File: config.mk
export PLATFORM = sky130hd
export DESIGN_NAME = gf180mcu_fd_sc_mcu7t5v0__buf_leg_seq
export DESIGN_NICKNAME = d
export VERILOG_FILES = /design/src/rtl/gf180mcu_fd_sc_mcu7t5v0__buf_leg_seq_pkg.sv /design/src/rtl/gf180mcu_fd_sc_mcu7t5v0__buf_leg_seq_tmr.sv /design/src/rtl/gf180mcu_fd_sc_mcu7t5v0__buf_leg_seq.sv
export SDC_FILE = /design/constraint.sdc
export NUM_CORES = 1
export LEC_CHECK = 0
export BUFFER_PORTS_ARGS = -buffer_cell sky130_fd_sc_hd__buf_2
export CORE_AREA = 2 2 59 61
export DETAILED_ROUTE_END_ITERATION = 10
export DIE_AREA = 0 0 61 63
export RECOVER_POWER = 50
export SLEW_MARGIN = 25
export SYNTH_ARGS = -nofsm -noshare
export SYNTH_HDL_FRONTEND = slang
export SYNTH_SLANG_ARGS = --single-unit
File: constraint.sdc
create_clock -name CLK -period 3.1 [get_ports CLK]
set_input_delay 0.465 -clock CLK [delete_from_list [all_inputs] [get_ports CLK]]
set_output_delay 0.465 -clock CLK [all_outputs]
set_load 0.02 [all_outputs]
File: src/rtl/gf180mcu_fd_sc_mcu7t5v0__buf_leg_seq_pkg.sv
// Shared types and helpers for the buffer-leg enable sequencer.
package gf180mcu_fd_sc_mcu7t5v0__buf_leg_seq_pkg;

  localparam int unsigned MAX_LEG = 32;
  localparam int unsigned MAX_LW  = 6;

  typedef enum logic [1:0] {
    IDLE   = 2'd0,
    RAMP   = 2'd1,
    SETTLE = 2'd2
  } state_e;

  // Thermometer code: bit i set when i < lvl, limited to the n physical legs.
  function automatic logic [MAX_LEG-1:0] therm(input logic [MAX_LW-1:0] lvl,
                                               input int unsigned n);
    logic [MAX_LEG-1:0] t;
    for (int unsigned i = 0; i < MAX_LEG; i++) begin
      t[i] = (i < 32'(lvl)) && (i < n);
    end
    return t;
  endfunction

  // Requests above the leg count saturate to the leg count.
  function automatic logic [MAX_LW-1:0] sat_tgt(input logic [MAX_LW-1:0] tgt,
                                                input int unsigned n);
    return (32'(tgt) > n) ? MAX_LW'(n) : tgt;
  endfunction

endpackage

File: src/rtl/gf180mcu_fd_sc_mcu7t5v0__buf_leg_seq_tmr.sv
// Loadable down-counter that stops at zero; shared by step and settle intervals.
module gf180mcu_fd_sc_mcu7t5v0__buf_leg_seq_tmr #(
  parameter int unsigned W = 2
) (
  input  logic         clk_i,
  input  logic         rst_i,
  input  logic         load_i,
  input  logic [W-1:0] load_val_i,
  output logic         zero_c_o
);

  logic [W-1:0] cnt_q;
  logic [W-1:0] cnt_d;

  always_comb begin
    cnt_d = cnt_q;
    if (load_i) begin
      cnt_d = load_val_i;
    end else if (cnt_q != '0) begin
      cnt_d = cnt_q - W'(1);
    end
  end

  always_ff @(posedge clk_i) begin
    if (rst_i) begin
      cnt_q <= '0;
    end else begin
      cnt_q <= cnt_d;
    end
  end

  assign zero_c_o = (cnt_q == '0);

endmodule

File: src/rtl/gf180mcu_fd_sc_mcu7t5v0__buf_leg_seq.sv
// Steps the enables of a parallel buffer-leg array one leg at a time toward a
// requested drive level, then settles and pulses ACK.
module gf180mcu_fd_sc_mcu7t5v0__buf_leg_seq
  import gf180mcu_fd_sc_mcu7t5v0__buf_leg_seq_pkg::*;
#(
  parameter int unsigned NLEG       = 8,
  parameter int unsigned STEP_CYC   = 4,
  parameter int unsigned SETTLE_CYC = 2,
  parameter int unsigned LW         = $clog2(NLEG + 1)
) (
  input  logic            CLK,
  input  logic            RST,
  input  logic            REQ,
  input  logic [LW-1:0]   TGT,
  output logic            ACK,
  output logic            BUSY,
  output logic [LW-1:0]   LVL,
  output logic [NLEG-1:0] EN
);

  localparam int unsigned TMR_MAX = (STEP_CYC > SETTLE_CYC) ? STEP_CYC : SETTLE_CYC;
  localparam int unsigned TW      = $clog2(TMR_MAX + 1);

  state_e          state_q, state_d;
  logic [LW-1:0]   tgt_q, tgt_d;
  logic [LW-1:0]   lvl_q, lvl_d;
  logic [NLEG-1:0] en_q, en_d;
  logic            ack_q, ack_d;
  logic            busy_q, busy_d;

  logic [LW-1:0]   tgt_sat;
  logic [LW-1:0]   lvl_step;
  logic            tmr_load;
  logic [TW-1:0]   tmr_val;
  logic            tmr_zero;

  assign tgt_sat  = LW'(sat_tgt(MAX_LW'(TGT), NLEG));
  assign lvl_step = (tgt_q > lvl_q) ? lvl_q + LW'(1) : lvl_q - LW'(1);

  gf180mcu_fd_sc_mcu7t5v0__buf_leg_seq_tmr #(
    .W (TW)
  ) u_tmr (
    .clk_i      (CLK),
    .rst_i      (RST),
    .load_i     (tmr_load),
    .load_val_i (tmr_val),
    .zero_c_o   (tmr_zero)
  );

  // State and registered outputs.
  always_ff @(posedge CLK) begin
    if (RST) begin
      state_q <= IDLE;
      tgt_q   <= '0;
      lvl_q   <= '0;
      en_q    <= '0;
      ack_q   <= 1'b0;
      busy_q  <= 1'b0;
    end else begin
      state_q <= state_d;
      tgt_q   <= tgt_d;
      lvl_q   <= lvl_d;
      en_q    <= en_d;
      ack_q   <= ack_d;
      busy_q  <= busy_d;
    end
  end

  // Next-state; requests are only accepted from IDLE.
  always_comb begin
    state_d = state_q;
    tgt_d   = tgt_q;
    case (state_q)
      IDLE: begin
        if (REQ) begin
          tgt_d = tgt_sat;
          if (tgt_sat != lvl_q) state_d = RAMP;
        end
      end
      RAMP: begin
        if (tmr_zero && (lvl_step == tgt_q)) state_d = SETTLE;
      end
      SETTLE: begin
        if (tmr_zero) state_d = IDLE;
      end
      default: state_d = IDLE;
    endcase
  end

  // Output next values and timer control.
  always_comb begin
    lvl_d    = lvl_q;
    ack_d    = 1'b0;
    busy_d   = busy_q;
    tmr_load = 1'b0;
    tmr_val  = '0;
    case (state_q)
      IDLE: begin
        if (REQ) begin
          if (tgt_sat == lvl_q) begin
            ack_d = 1'b1;
          end else begin
            busy_d   = 1'b1;
            tmr_load = 1'b1;
            tmr_val  = TW'(STEP_CYC - 1);
          end
        end
      end
      RAMP: begin
        if (tmr_zero) begin
          lvl_d    = lvl_step;
          tmr_load = 1'b1;
          tmr_val  = (lvl_step == tgt_q) ? TW'(SETTLE_CYC - 1) : TW'(STEP_CYC - 1);
        end
      end
      SETTLE: begin
        if (tmr_zero) begin
          busy_d = 1'b0;
          ack_d  = 1'b1;
        end
      end
      default: busy_d = 1'b0;
    endcase
    en_d = NLEG'(therm(MAX_LW'(lvl_d), NLEG));
  end

  assign ACK  = ack_q;
  assign BUSY = busy_q;
  assign LVL  = lvl_q;
  assign EN   = en_q;

endmodule

==> results of run 1 <==
-- layout by cell type (no fill, tap or decap), types with 3 or more instances in the layout --
master	instances
nor3_1	5
o21ai_0	6
clkbuf_4	3
nor2_1	10
clkbuf_1	13
inv_1	9
buf_2	8
buf_4	6
nand2_1	13
ha_1	8
a21oi_1	11
xnor2_1	6
nand2b_1	3
dfxtp_1	21
nand3b_1	3
nor2b_1	3
-- synth_stat cells (2+ instances only) --
cell       number
nand2_1        13
clkbuf_1        5
a31o_2          2
nand3b_1        3
o21ai_0         6
ha_1            8
o32ai_1         2
a31oi_1         2
nand2b_1        3
a2111oi_0       2
inv_1           9
xnor2_1         7
dfxtp_1        22
nor2b_1         3
a21oi_1        12
and4_1          2
nor3_1          5
a211oi_1        2
nor2_1         10
-- flip-flops by register name (all words and copies together), names as in the netlist --
| register | flops |
|---|---|
| tgt_q | 4 |
| LVL | 4 |
| state_q | 2 |
| ACK | 1 |
| u_tmr.cnt_q | 3 |
| EN | 7 |
| BUSY | 1 |
-- power groups by stage --
stage / clock, mW / sequential [mW] / combinational [mW]
2_1_floorplan: 0 / 0.398 / 0.318
3_3_place_gp: 0 / 0.355 / 0.476
3_5_place_dp: 0 / 0.356 / 0.486
4_1_cts: 0.228 / 0.350 / 0.487
5_1_grt: 0.240 / 0.356 / 0.581
6_report: 0.223 / 0.351 / 0.521
-- worst max-delay path, cell delays in order, from the launching register on --
cell and delay [ps]:
dfxtp_1 370, inv_1 90, ha_1 290, nor2b_1 120, o211ai_1 140, a21oi_4 220, inv_1 80, ha_1 290
a21o_1 200, a21oi_2 170, xnor2_2 150, xor3_1 380, a31o_2 250, a21oi_1 150
-- routing by layer --
layer | vias to the layer above | GRT usage [%]
met5 | - | 0
met4 | 0 | 4.89
met3 | 5 | 1.86
met2 | 27 | 24.2
met1 | 507 | 21.1
li1 | 541 | -
-- how the worst min path moves through the flow --
stage / startpoint / endpoint / slack (ps) / depth (start not counted)
final: TGT[2] / tgt_q[2]$_SDFFE_PP0P_ / 420 / 3
after global routing: TGT[0] / tgt_q[0]$_SDFFE_PP0P_ / 430 / 3
after CTS: TGT[2] / tgt_q[2]$_SDFFE_PP0P_ / 420 / 3
after detailed placement: tgt_q[0]$_SDFFE_PP0P_ / tgt_q[0]$_SDFFE_PP0P_ / 460 / 2
after global placement: tgt_q[0]$_SDFFE_PP0P_ / tgt_q[0]$_SDFFE_PP0P_ / 450 / 2
after floorplan: tgt_q[0]$_SDFFE_PP0P_ / tgt_q[0]$_SDFFE_PP0P_ / 430 / 2
-- per-stage QoR --
step / cells / power [mW] / util, %
3_5_place_dp: 203 / 0.841 / 42.5
5_1_grt: 209 / 1.18 / 44.7
4_1_cts: 207 / 1.06 / 44.1
3_3_place_gp: 203 / 0.831 / 42.5
2_1_floorplan: 140 / 0.716 / -
6_report: 209 / 1.10 / 44.7
-- cell type report --
class	count	area, um2
fill	338	1790
multi-input combinational	101	723
sequential	22	444
timing repair buffer	27	134
tap	46	57.6
inverter	9	33.8
clock inverter	1	30.0
clock buffer	3	22.5
-- what timing repair did --
| item | in CTS | in global routing |
|---|---|---|
| hold buffers | 0 | 0 |
| buffers inserted | 0 | 2 |
| gates resized for setup | 0 | 5 |
| endpoints found under the setup margin | 0 | 10 |
-- cells by family after synthesis --
family / after synthesis
AOI/OAI and AO/OA: 37
and+or+nand+nor: 45
xor gates and xnor gates: 9
muxes: 1
adders and majority gates: 9
DFF: 22
buffers and inverters: 17
==> impl_metrics.tcl, run 1 <==
set metrics [dict create \
    slew_headroom_pct 62.5 \
    power_frac_comb_pct 47.6 \
    ys_types 41 \
    route.detailed.drc 0 \
    yosysSeqAreaShare_pct 36.1 \
    irDropWorstVdd_v 0.000173 \
    syn_inst 140 \
    fin_ws_ps 138 \
    fin_nets 180 \
    syn_area_per_cell_um2 8.72 \
    synth_area_mm2 0.00122 \
    drt_iter0_drc 9 \
    drtPass1Iterations 4 \
    rows 21 \
    fin_area_mm2 0.00145 \
    timing.hold.ws_ps 420 \
    antenna_cells 0 \
    ys_seq_elements 22 \
    rrSetupSlack_ps 140 \
    synthFlopType "dfxtp_1" \
    synthAdderAreaFrac_pct 9.84 \
    final-setup-viol-count 0 \
    clk_pin_slew_worst_paths_ps 130 \
    leakage_nw 0.553 \
    gp_congestion 0.828 \
    hold_class "in -> reg" \
    period_needed_ps 2960 \
    crit_type "reg -> reg" \
    powerDensity_mw_per_mm2 758 \
    regToRegEndpoint "state_q[0]$_SDFFE_PP0P_" \
    cts_root_buf "clkbuf_4" \
    die_y_um 63 \
    start_kind "flop" \
    routedWlPerCell_um 13.2 \
    fmax_mhz 338 \
    htreeDepth 1 \
    r2r_cells 13 \
    p_seq_share_pct 32.1 \
    status "finished clean" \
    cts-buffers-inserted 3 \
    ant_nets 0 \
    synth_async_sr_flop_share_pct 0 \
    finalHoldViolCount 0 \
    yosys_warnings 0 \
    synth_edf_count 0 \
    vias 1080 \
    synth_top_area_cell "dfxtp_1" \
    synthSimpleGateAreaFrac_pct 19.4 \
    setup_tns_ps 0 \
    synthMuxAreaShare_pct 0.820 \
    grt_usage_pct 15.2 \
    wl_mm 2.76 \
    post-route-period-util_pct 95.5 \
    fp.dieW_um 61 \
    cp_max_fo 4 \
    clock_tree.buffer_depth 2 \
    viasPerCell 5.17 \
    cap_violations 0 \
    r2r_start "LVL[1]$_SDFF_PP0_" \
    max_slew.worst_pin.slew_ps 563 \
    floorplan.initialDensity_pct 37.8 \
    cts_tree "done" \
    worstPathArrival_ps 3210 \
    switchingPower_mw 0.413 \
    grt_remaining_overflow 0 \
    end_kind "flop" \
    synth_top_family_by_area "compound AO/OA/AOI/OAI gates" \
    synth_top_area_share_pct 36.1 \
    top_layer "met4" \
    die-area_mm2 0.00384 \
    power.share.clock_pct 20.4 \
    drive_above_1_share_pct 15.3 \
    core_mm2 0.00323 \
    met2_length_mm 1.31 \
    synth_compound_area_share_pct 20.0 \
    hpwlAfterDp_mm 2.01 \
    antenna_found_initial 0 \
    skew_ps 5.85 \
    area_growth_pct 18.3 \
    crit_required_ps 3350 \
    grt_max_degree 24 \
    post_synth_xor_area_fraction_pct 7.68 \
    dpl-instance-area_mm2 0.00137 \
    swShare_pct 37.7 \
    synth_nets 156 \
    io_buffers 20 \
    grt_pass1_vias 1008 \
    dr_wl_met3_um 108 \
    slew_viol_final 0 \
    crit_start "LVL[1]$_SDFF_PP0_" \
    grt_pass1_wl_mm 4.59 \
    netlist_top_cells_area "dfxtp_1 (36%), ha_1 (8.2%), xnor2_1 (5.0%)" \
    cts.sinks 22 \
    clock_latency_ps 320 \
    p_int_mw 0.682 \
    wl_met1_mm 1.30 \
    worstSetupEndpoint "state_q[0]$_SDFFE_PP0P_" \
    ioPinCount 21 \
    dp_worst_setup_slack_ps 79.3 \
]
Note: power is estimated with default switching activity, not from simulation.
==> run 2: changes to the inputs <==
CELL_PAD_IN_SITES_DETAIL_PLACEMENT = 1   (was not set)
CELL_PAD_IN_SITES_GLOBAL_PLACEMENT = 1   (was not set)
PLACE_DENSITY_LB_ADDON = 0.1   (was not set)
==> impl_metrics.tcl, run 2 (synthesis gave the netlist of run 1 again) <==
set metrics [dict create \
    status "finished clean" \
    cpPeakStageDelay_ps 410 \
    vias 1093 \
    crit_chain "inv_1 > ha_1 > and4_1 > a21oi_2 > inv_1 > ha_1 > a21o_1 > a21oi_2 > xnor2_2 > xor3_2 > a31o_2 > a21oi_1" \
    start_kind "flop" \
    end_kind "flop" \
    final_common_cell "dfxtp_1" \
    post-route-period-util_pct 92.0 \
    total_power_mw 1.04 \
    die_y_um 63 \
    fin_nets 179 \
    htreeDepth 1 \
    leakage_nw 0.541 \
    worstPathArrival_ps 3100 \
    drtPass1Iterations 4 \
    crit_type "reg -> reg" \
    routedWlPerCell_um 15.3 \
    viasPerCell 5.25 \
    grt_max_degree 24 \
    cts_tree "done" \
    r2r_start "LVL[2]$_SDFF_PP0_" \
    grt_usage_pct 18.7 \
    post_cts_buffers 0 \
    final_cell_mix "dfxtp_1 (21), nand2_1 (13), clkbuf_1 (13)" \
    setup_tns_ps 0 \
    cap_violations 0 \
    io_buffers 20 \
    powerDensity_mw_per_mm2 736 \
    clock_tree.buffer_depth 2 \
    die-area_mm2 0.00384 \
    irDropWorstVdd_v 0.000299 \
    crit_required_ps 3350 \
    ant_nets 0 \
    slew_headroom_pct 62.1 \
    cts_root_buf "clkbuf_4" \
    hold_start "TGT[2]" \
    gp_congestion 0.761 \
    floorplan.initialDensity_pct 37.8 \
    drt_iter0_drc 43 \
    antenna_found_initial 0 \
    cp.buffers_inverters 2 \
    grt_pass1_vias 1172 \
    skew_ps 4.78 \
    final-setup-viol-count 0 \
    period_needed_ps 2850 \
    area_growth_pct 16.2 \
    antenna_cells 0 \
    ioPinCount 21 \
    crit_path_top_delay_cell "dfxtp_4" \
    cts.sinks 22 \
    cp_max_fo 6 \
    hold_class "in -> reg" \
    hpwlAfterDp_mm 2.45 \
    largest_reg_flops 7 \
    rsz0062_at_grt "no" \
    crit_start "LVL[2]$_SDFF_PP0_" \
    clock_latency_ps 310 \
    rrSetupSlack_ps 250 \
    wl_mm 3.17 \
    path_delay_family "compound AO/OA/AOI/OAI gates" \
    cts-buffers-inserted 3 \
    rows 21 \
    grt_pass1_wl_mm 5.43 \
    max_slew.worst_pin.slew_ps 569 \
    fp.dieW_um 61 \
    drive_above_1_share_pct 16.0 \
    grt_remaining_overflow 0 \
    route.detailed.drc 0 \
    slew_viol_final 0 \
    fmax_mhz 351 \
    clk_pin_slew_worst_paths_ps 130 \
    core_mm2 0.00323 \
    finalHoldViolCount 0 \
]
==> run 2: report_power, final <==
group	total [mW]	switching, mW	internal (mW)
logic	0.525	0.309	0.216
clock network	0.167	0.0955	0.0718
registers	0.352	0.0234	0.328
total	1.04	0.428	0.616
==> run 2: stage by stage <==
step	hold WS, ps	utilization [%]	area (um2)	cells	setup slack (ps)
after floorplan	432	-	1220	140	63.0
after global placement	448	42.7	1380	204	226
after detailed placement	471	42.7	1380	204	160
after CTS	426	43.9	1420	208	135
after global routing	419	43.9	1420	208	53.1
final	435	43.9	1420	208	249
==> run 2: what timing repair did <==
action,CTS,global route
hold buffers,0,0
resized for setup,0,6
endpoints found under the setup margin,0,10
==> run 2: area by class of cell <==
type,instances,area [um2]
Clock buffer,4,36.3
Multi-Input combinational cell,101,721
Tap cell,46,57.6
Inverter,9,33.8
Sequential cell,22,444
Timing Repair Buffer,26,126
Fill cell,405,1810
==> run 2: worst register-to-register path, delay by kind of cell (launching register included) <==
family	cells	cell delay (ps)
adders and majority gates	2	590
xor gates and xnor gates	2	560
and+or+nand+nor	1	160
DFF	1	410
AOI/OAI and AO/OA	5	870
buffers and inverters	2	190
==> run 2: worst paths after layout <==
path,endpoint,cells past startpoint
worst max-delay path,u_tmr.cnt_q[1]$_SDFFE_PP0P_,12
worst min-delay path,tgt_q[2]$_SDFFE_PP0P_,3
worst max register to register,u_tmr.cnt_q[1]$_SDFFE_PP0P_,12
worst min register to register,tgt_q[0]$_SDFFE_PP0P_,2
==> run 2: layer usage <==
metal	track usage [%]	wire length, um	vias to the layer above
li1	-	-	543
met1	23.8	1490	528
met2	31.0	1570	16
met3	2.69	59	6
met4	6.79	60	0
met5	0	0	-
==> run 3: changes to the inputs <==
--- a/config.mk
+++ b/config.mk
@@ -13,3 +13,3 @@
 export DIE_AREA = 0 0 61 63
-export PLACE_DENSITY_LB_ADDON = 0.1
+export PLACE_DENSITY_LB_ADDON = 0.15
 export RECOVER_POWER = 50
--- a/constraint.sdc
+++ b/constraint.sdc
@@ -3,2 +3,2 @@
 set_output_delay 0.465 -clock CLK [all_outputs]
-set_load 0.02 [all_outputs]
+set_load 0.01 [all_outputs]
==> impl_metrics.tcl, run 3 (synthesis gave the netlist of run 1 again) <==
set metrics [dict create \
    wl_mm 3.19 \
    gp_congestion 0.845 \
    grt_max_degree 24 \
    r2r_cells 13 \
    worstPathArrival_ps 3110 \
    path_delay_family "compound AO/OA/AOI/OAI gates" \
    dpl-instance-area_mm2 0.00138 \
    end_kind "flop" \
    slew_viol_final 0 \
    drtPass1Iterations 4 \
    floorplan.initialDensity_pct 37.8 \
    irDropWorstVdd_v 0.000209 \
    area_growth_pct 16.1 \
    fmax_mhz 346 \
    fp.dieW_um 61 \
    antenna_cells 0 \
    cts_root_buf "clkbuf_4" \
    cts.sinks 22 \
    ioPinCount 21 \
    cpPeakStageDelay_ps 360 \
    core_mm2 0.00323 \
    rsz0062_at_grt "no" \
    die_y_um 63 \
    ant_nets 0 \
    final_cell_mix "dfxtp_1 (22), clkbuf_1 (14), nand2_1 (13)" \
    clk_pin_slew_worst_paths_ps 140 \
    fin_nets 180 \
    drt_iter0_drc 22 \
    final_common_cell "dfxtp_1" \
    max_slew.worst_pin.slew_ps 556 \
    antenna_found_initial 0 \
    fin_ws_ps 209 \
    viasPerCell 5.27 \
    cts_tree "done" \
    grt_pass1_vias 1170 \
    vias 1101 \
    cp_max_fo 3 \
    clock_tree.buffer_depth 2 \
    hold_class "in -> reg" \
    cts-buffers-inserted 3 \
    postCtsHoldBufs 0 \
    cap_violations 0 \
    slew_headroom_pct 62.9 \
    io_buffers 20 \
    htreeDepth 1 \
    timing.hold.ws_ps 417 \
    status "finished clean" \
    leakage_nw 0.540 \
    crit_path_top_delay_cell "dfxtp_1" \
    grt_remaining_overflow 0 \
    hpwlAfterDp_mm 2.47 \
    route.detailed.drc 0 \
    routedWlPerCell_um 15.2 \
    fin_area_mm2 0.00142 \
    powerDensity_mw_per_mm2 753 \
    hold_path_depth 3 \
    dp_worst_setup_slack_ps 107 \
    final-setup-viol-count 0 \
    clock_latency_ps 340 \
    grt_usage_pct 19.1 \
    die-area_mm2 0.00384 \
    start_kind "flop" \
    crit_chain "inv_1 > ha_1 > nor2b_1 > o211ai_1 > a21oi_2 > inv_1 > ha_1 > a21o_1 > a21oi_1 > xnor2_1 > xnor2_1 > nor3_1 > a211oi_1" \
    largest_reg_flops 7 \
    rows 21 \
    grt_pass1_wl_mm 5.49 \
    cp_num_cells 13 \
    setup_tns_ps 0 \
    finalHoldViolCount 0 \
    num-fill-cells 413 \
    skew_ps 9.83 \
    crit_required_ps 3320 \
    post-route-period-util_pct 93.3 \
    drive_above_1_share_pct 13.5 \
    crit_type "reg -> reg" \
    cp.buffers_inverters 2 \
    period_needed_ps 2890 \
]
[run 3: final cells by class]
class                      count  area, um2  area share (%)
clock buffer                   3       22.5            1.59
clock inverter                 1       30.0            2.12
inverter                       9       33.8            2.38
multi-input combinational    101        708            50.0
sequential                    22        440            31.1
tap                           46       57.6            4.06
timing repair buffer          27        125            8.83
[run 3: worst paths after layout]
check | from | end | slack (ps)
hold / removal | TGT[2] | tgt_q[2]$_SDFFE_PP0P_ | 420
setup reg to reg | LVL[1]$_SDFF_PP0_ | EN[0]$_SDFF_PP0_ | 210
setup / recovery | LVL[1]$_SDFF_PP0_ | EN[0]$_SDFF_PP0_ | 210
hold reg to reg | tgt_q[0]$_SDFFE_PP0P_ | tgt_q[0]$_SDFFE_PP0P_ | 470
[run 3: metal layers]
layer	up-vias	track usage [%]	wire length [um]
li1	542	-	-
met1	529	24.4	1470
met2	25	30.4	1550
met3	5	3.52	101
met4	0	8.70	61
met5	-	0	0
[run 3: worst register-to-register path: stages, from the launching register on]
cell,delay (ps)
dfxtp_1,360
inv_1,90
ha_1,300
nor2b_1,120
o211ai_1,100
a21oi_2,190
inv_1,80
ha_1,290
a21o_1,190
a21oi_1,190
xnor2_1,210
xnor2_1,170
nor3_1,360
a211oi_1,120
[run 3: power breakdown]
group | total, mW | leakage, nW | switching, mW | internal (mW)
Sequential | 0.348 | 0.180 | 0.0200 | 0.328
Combinational | 0.487 | 0.332 | 0.280 | 0.207
Clock | 0.232 | 0.0279 | 0.101 | 0.131
Total | 1.07 | 0.540 | 0.402 | 0.666
[run 3: stage by stage]
| step | power (mW) | instances | utilization (%) |
|---|---|---|---|
| finish | 1.07 | 209 | 43.9 |
| global route | 1.15 | 209 | 43.9 |
| CTS | 1.07 | 208 | 44.4 |
| detailed placement | 0.840 | 204 | 42.7 |
| global placement | 0.815 | 204 | 42.7 |
| floorplan | 0.690 | 140 | - |
[run 3: timing repair]
action	CTS	global route
buffers inserted	0	1
gates resized for setup	0	1
setup endpoints to repair	0	11
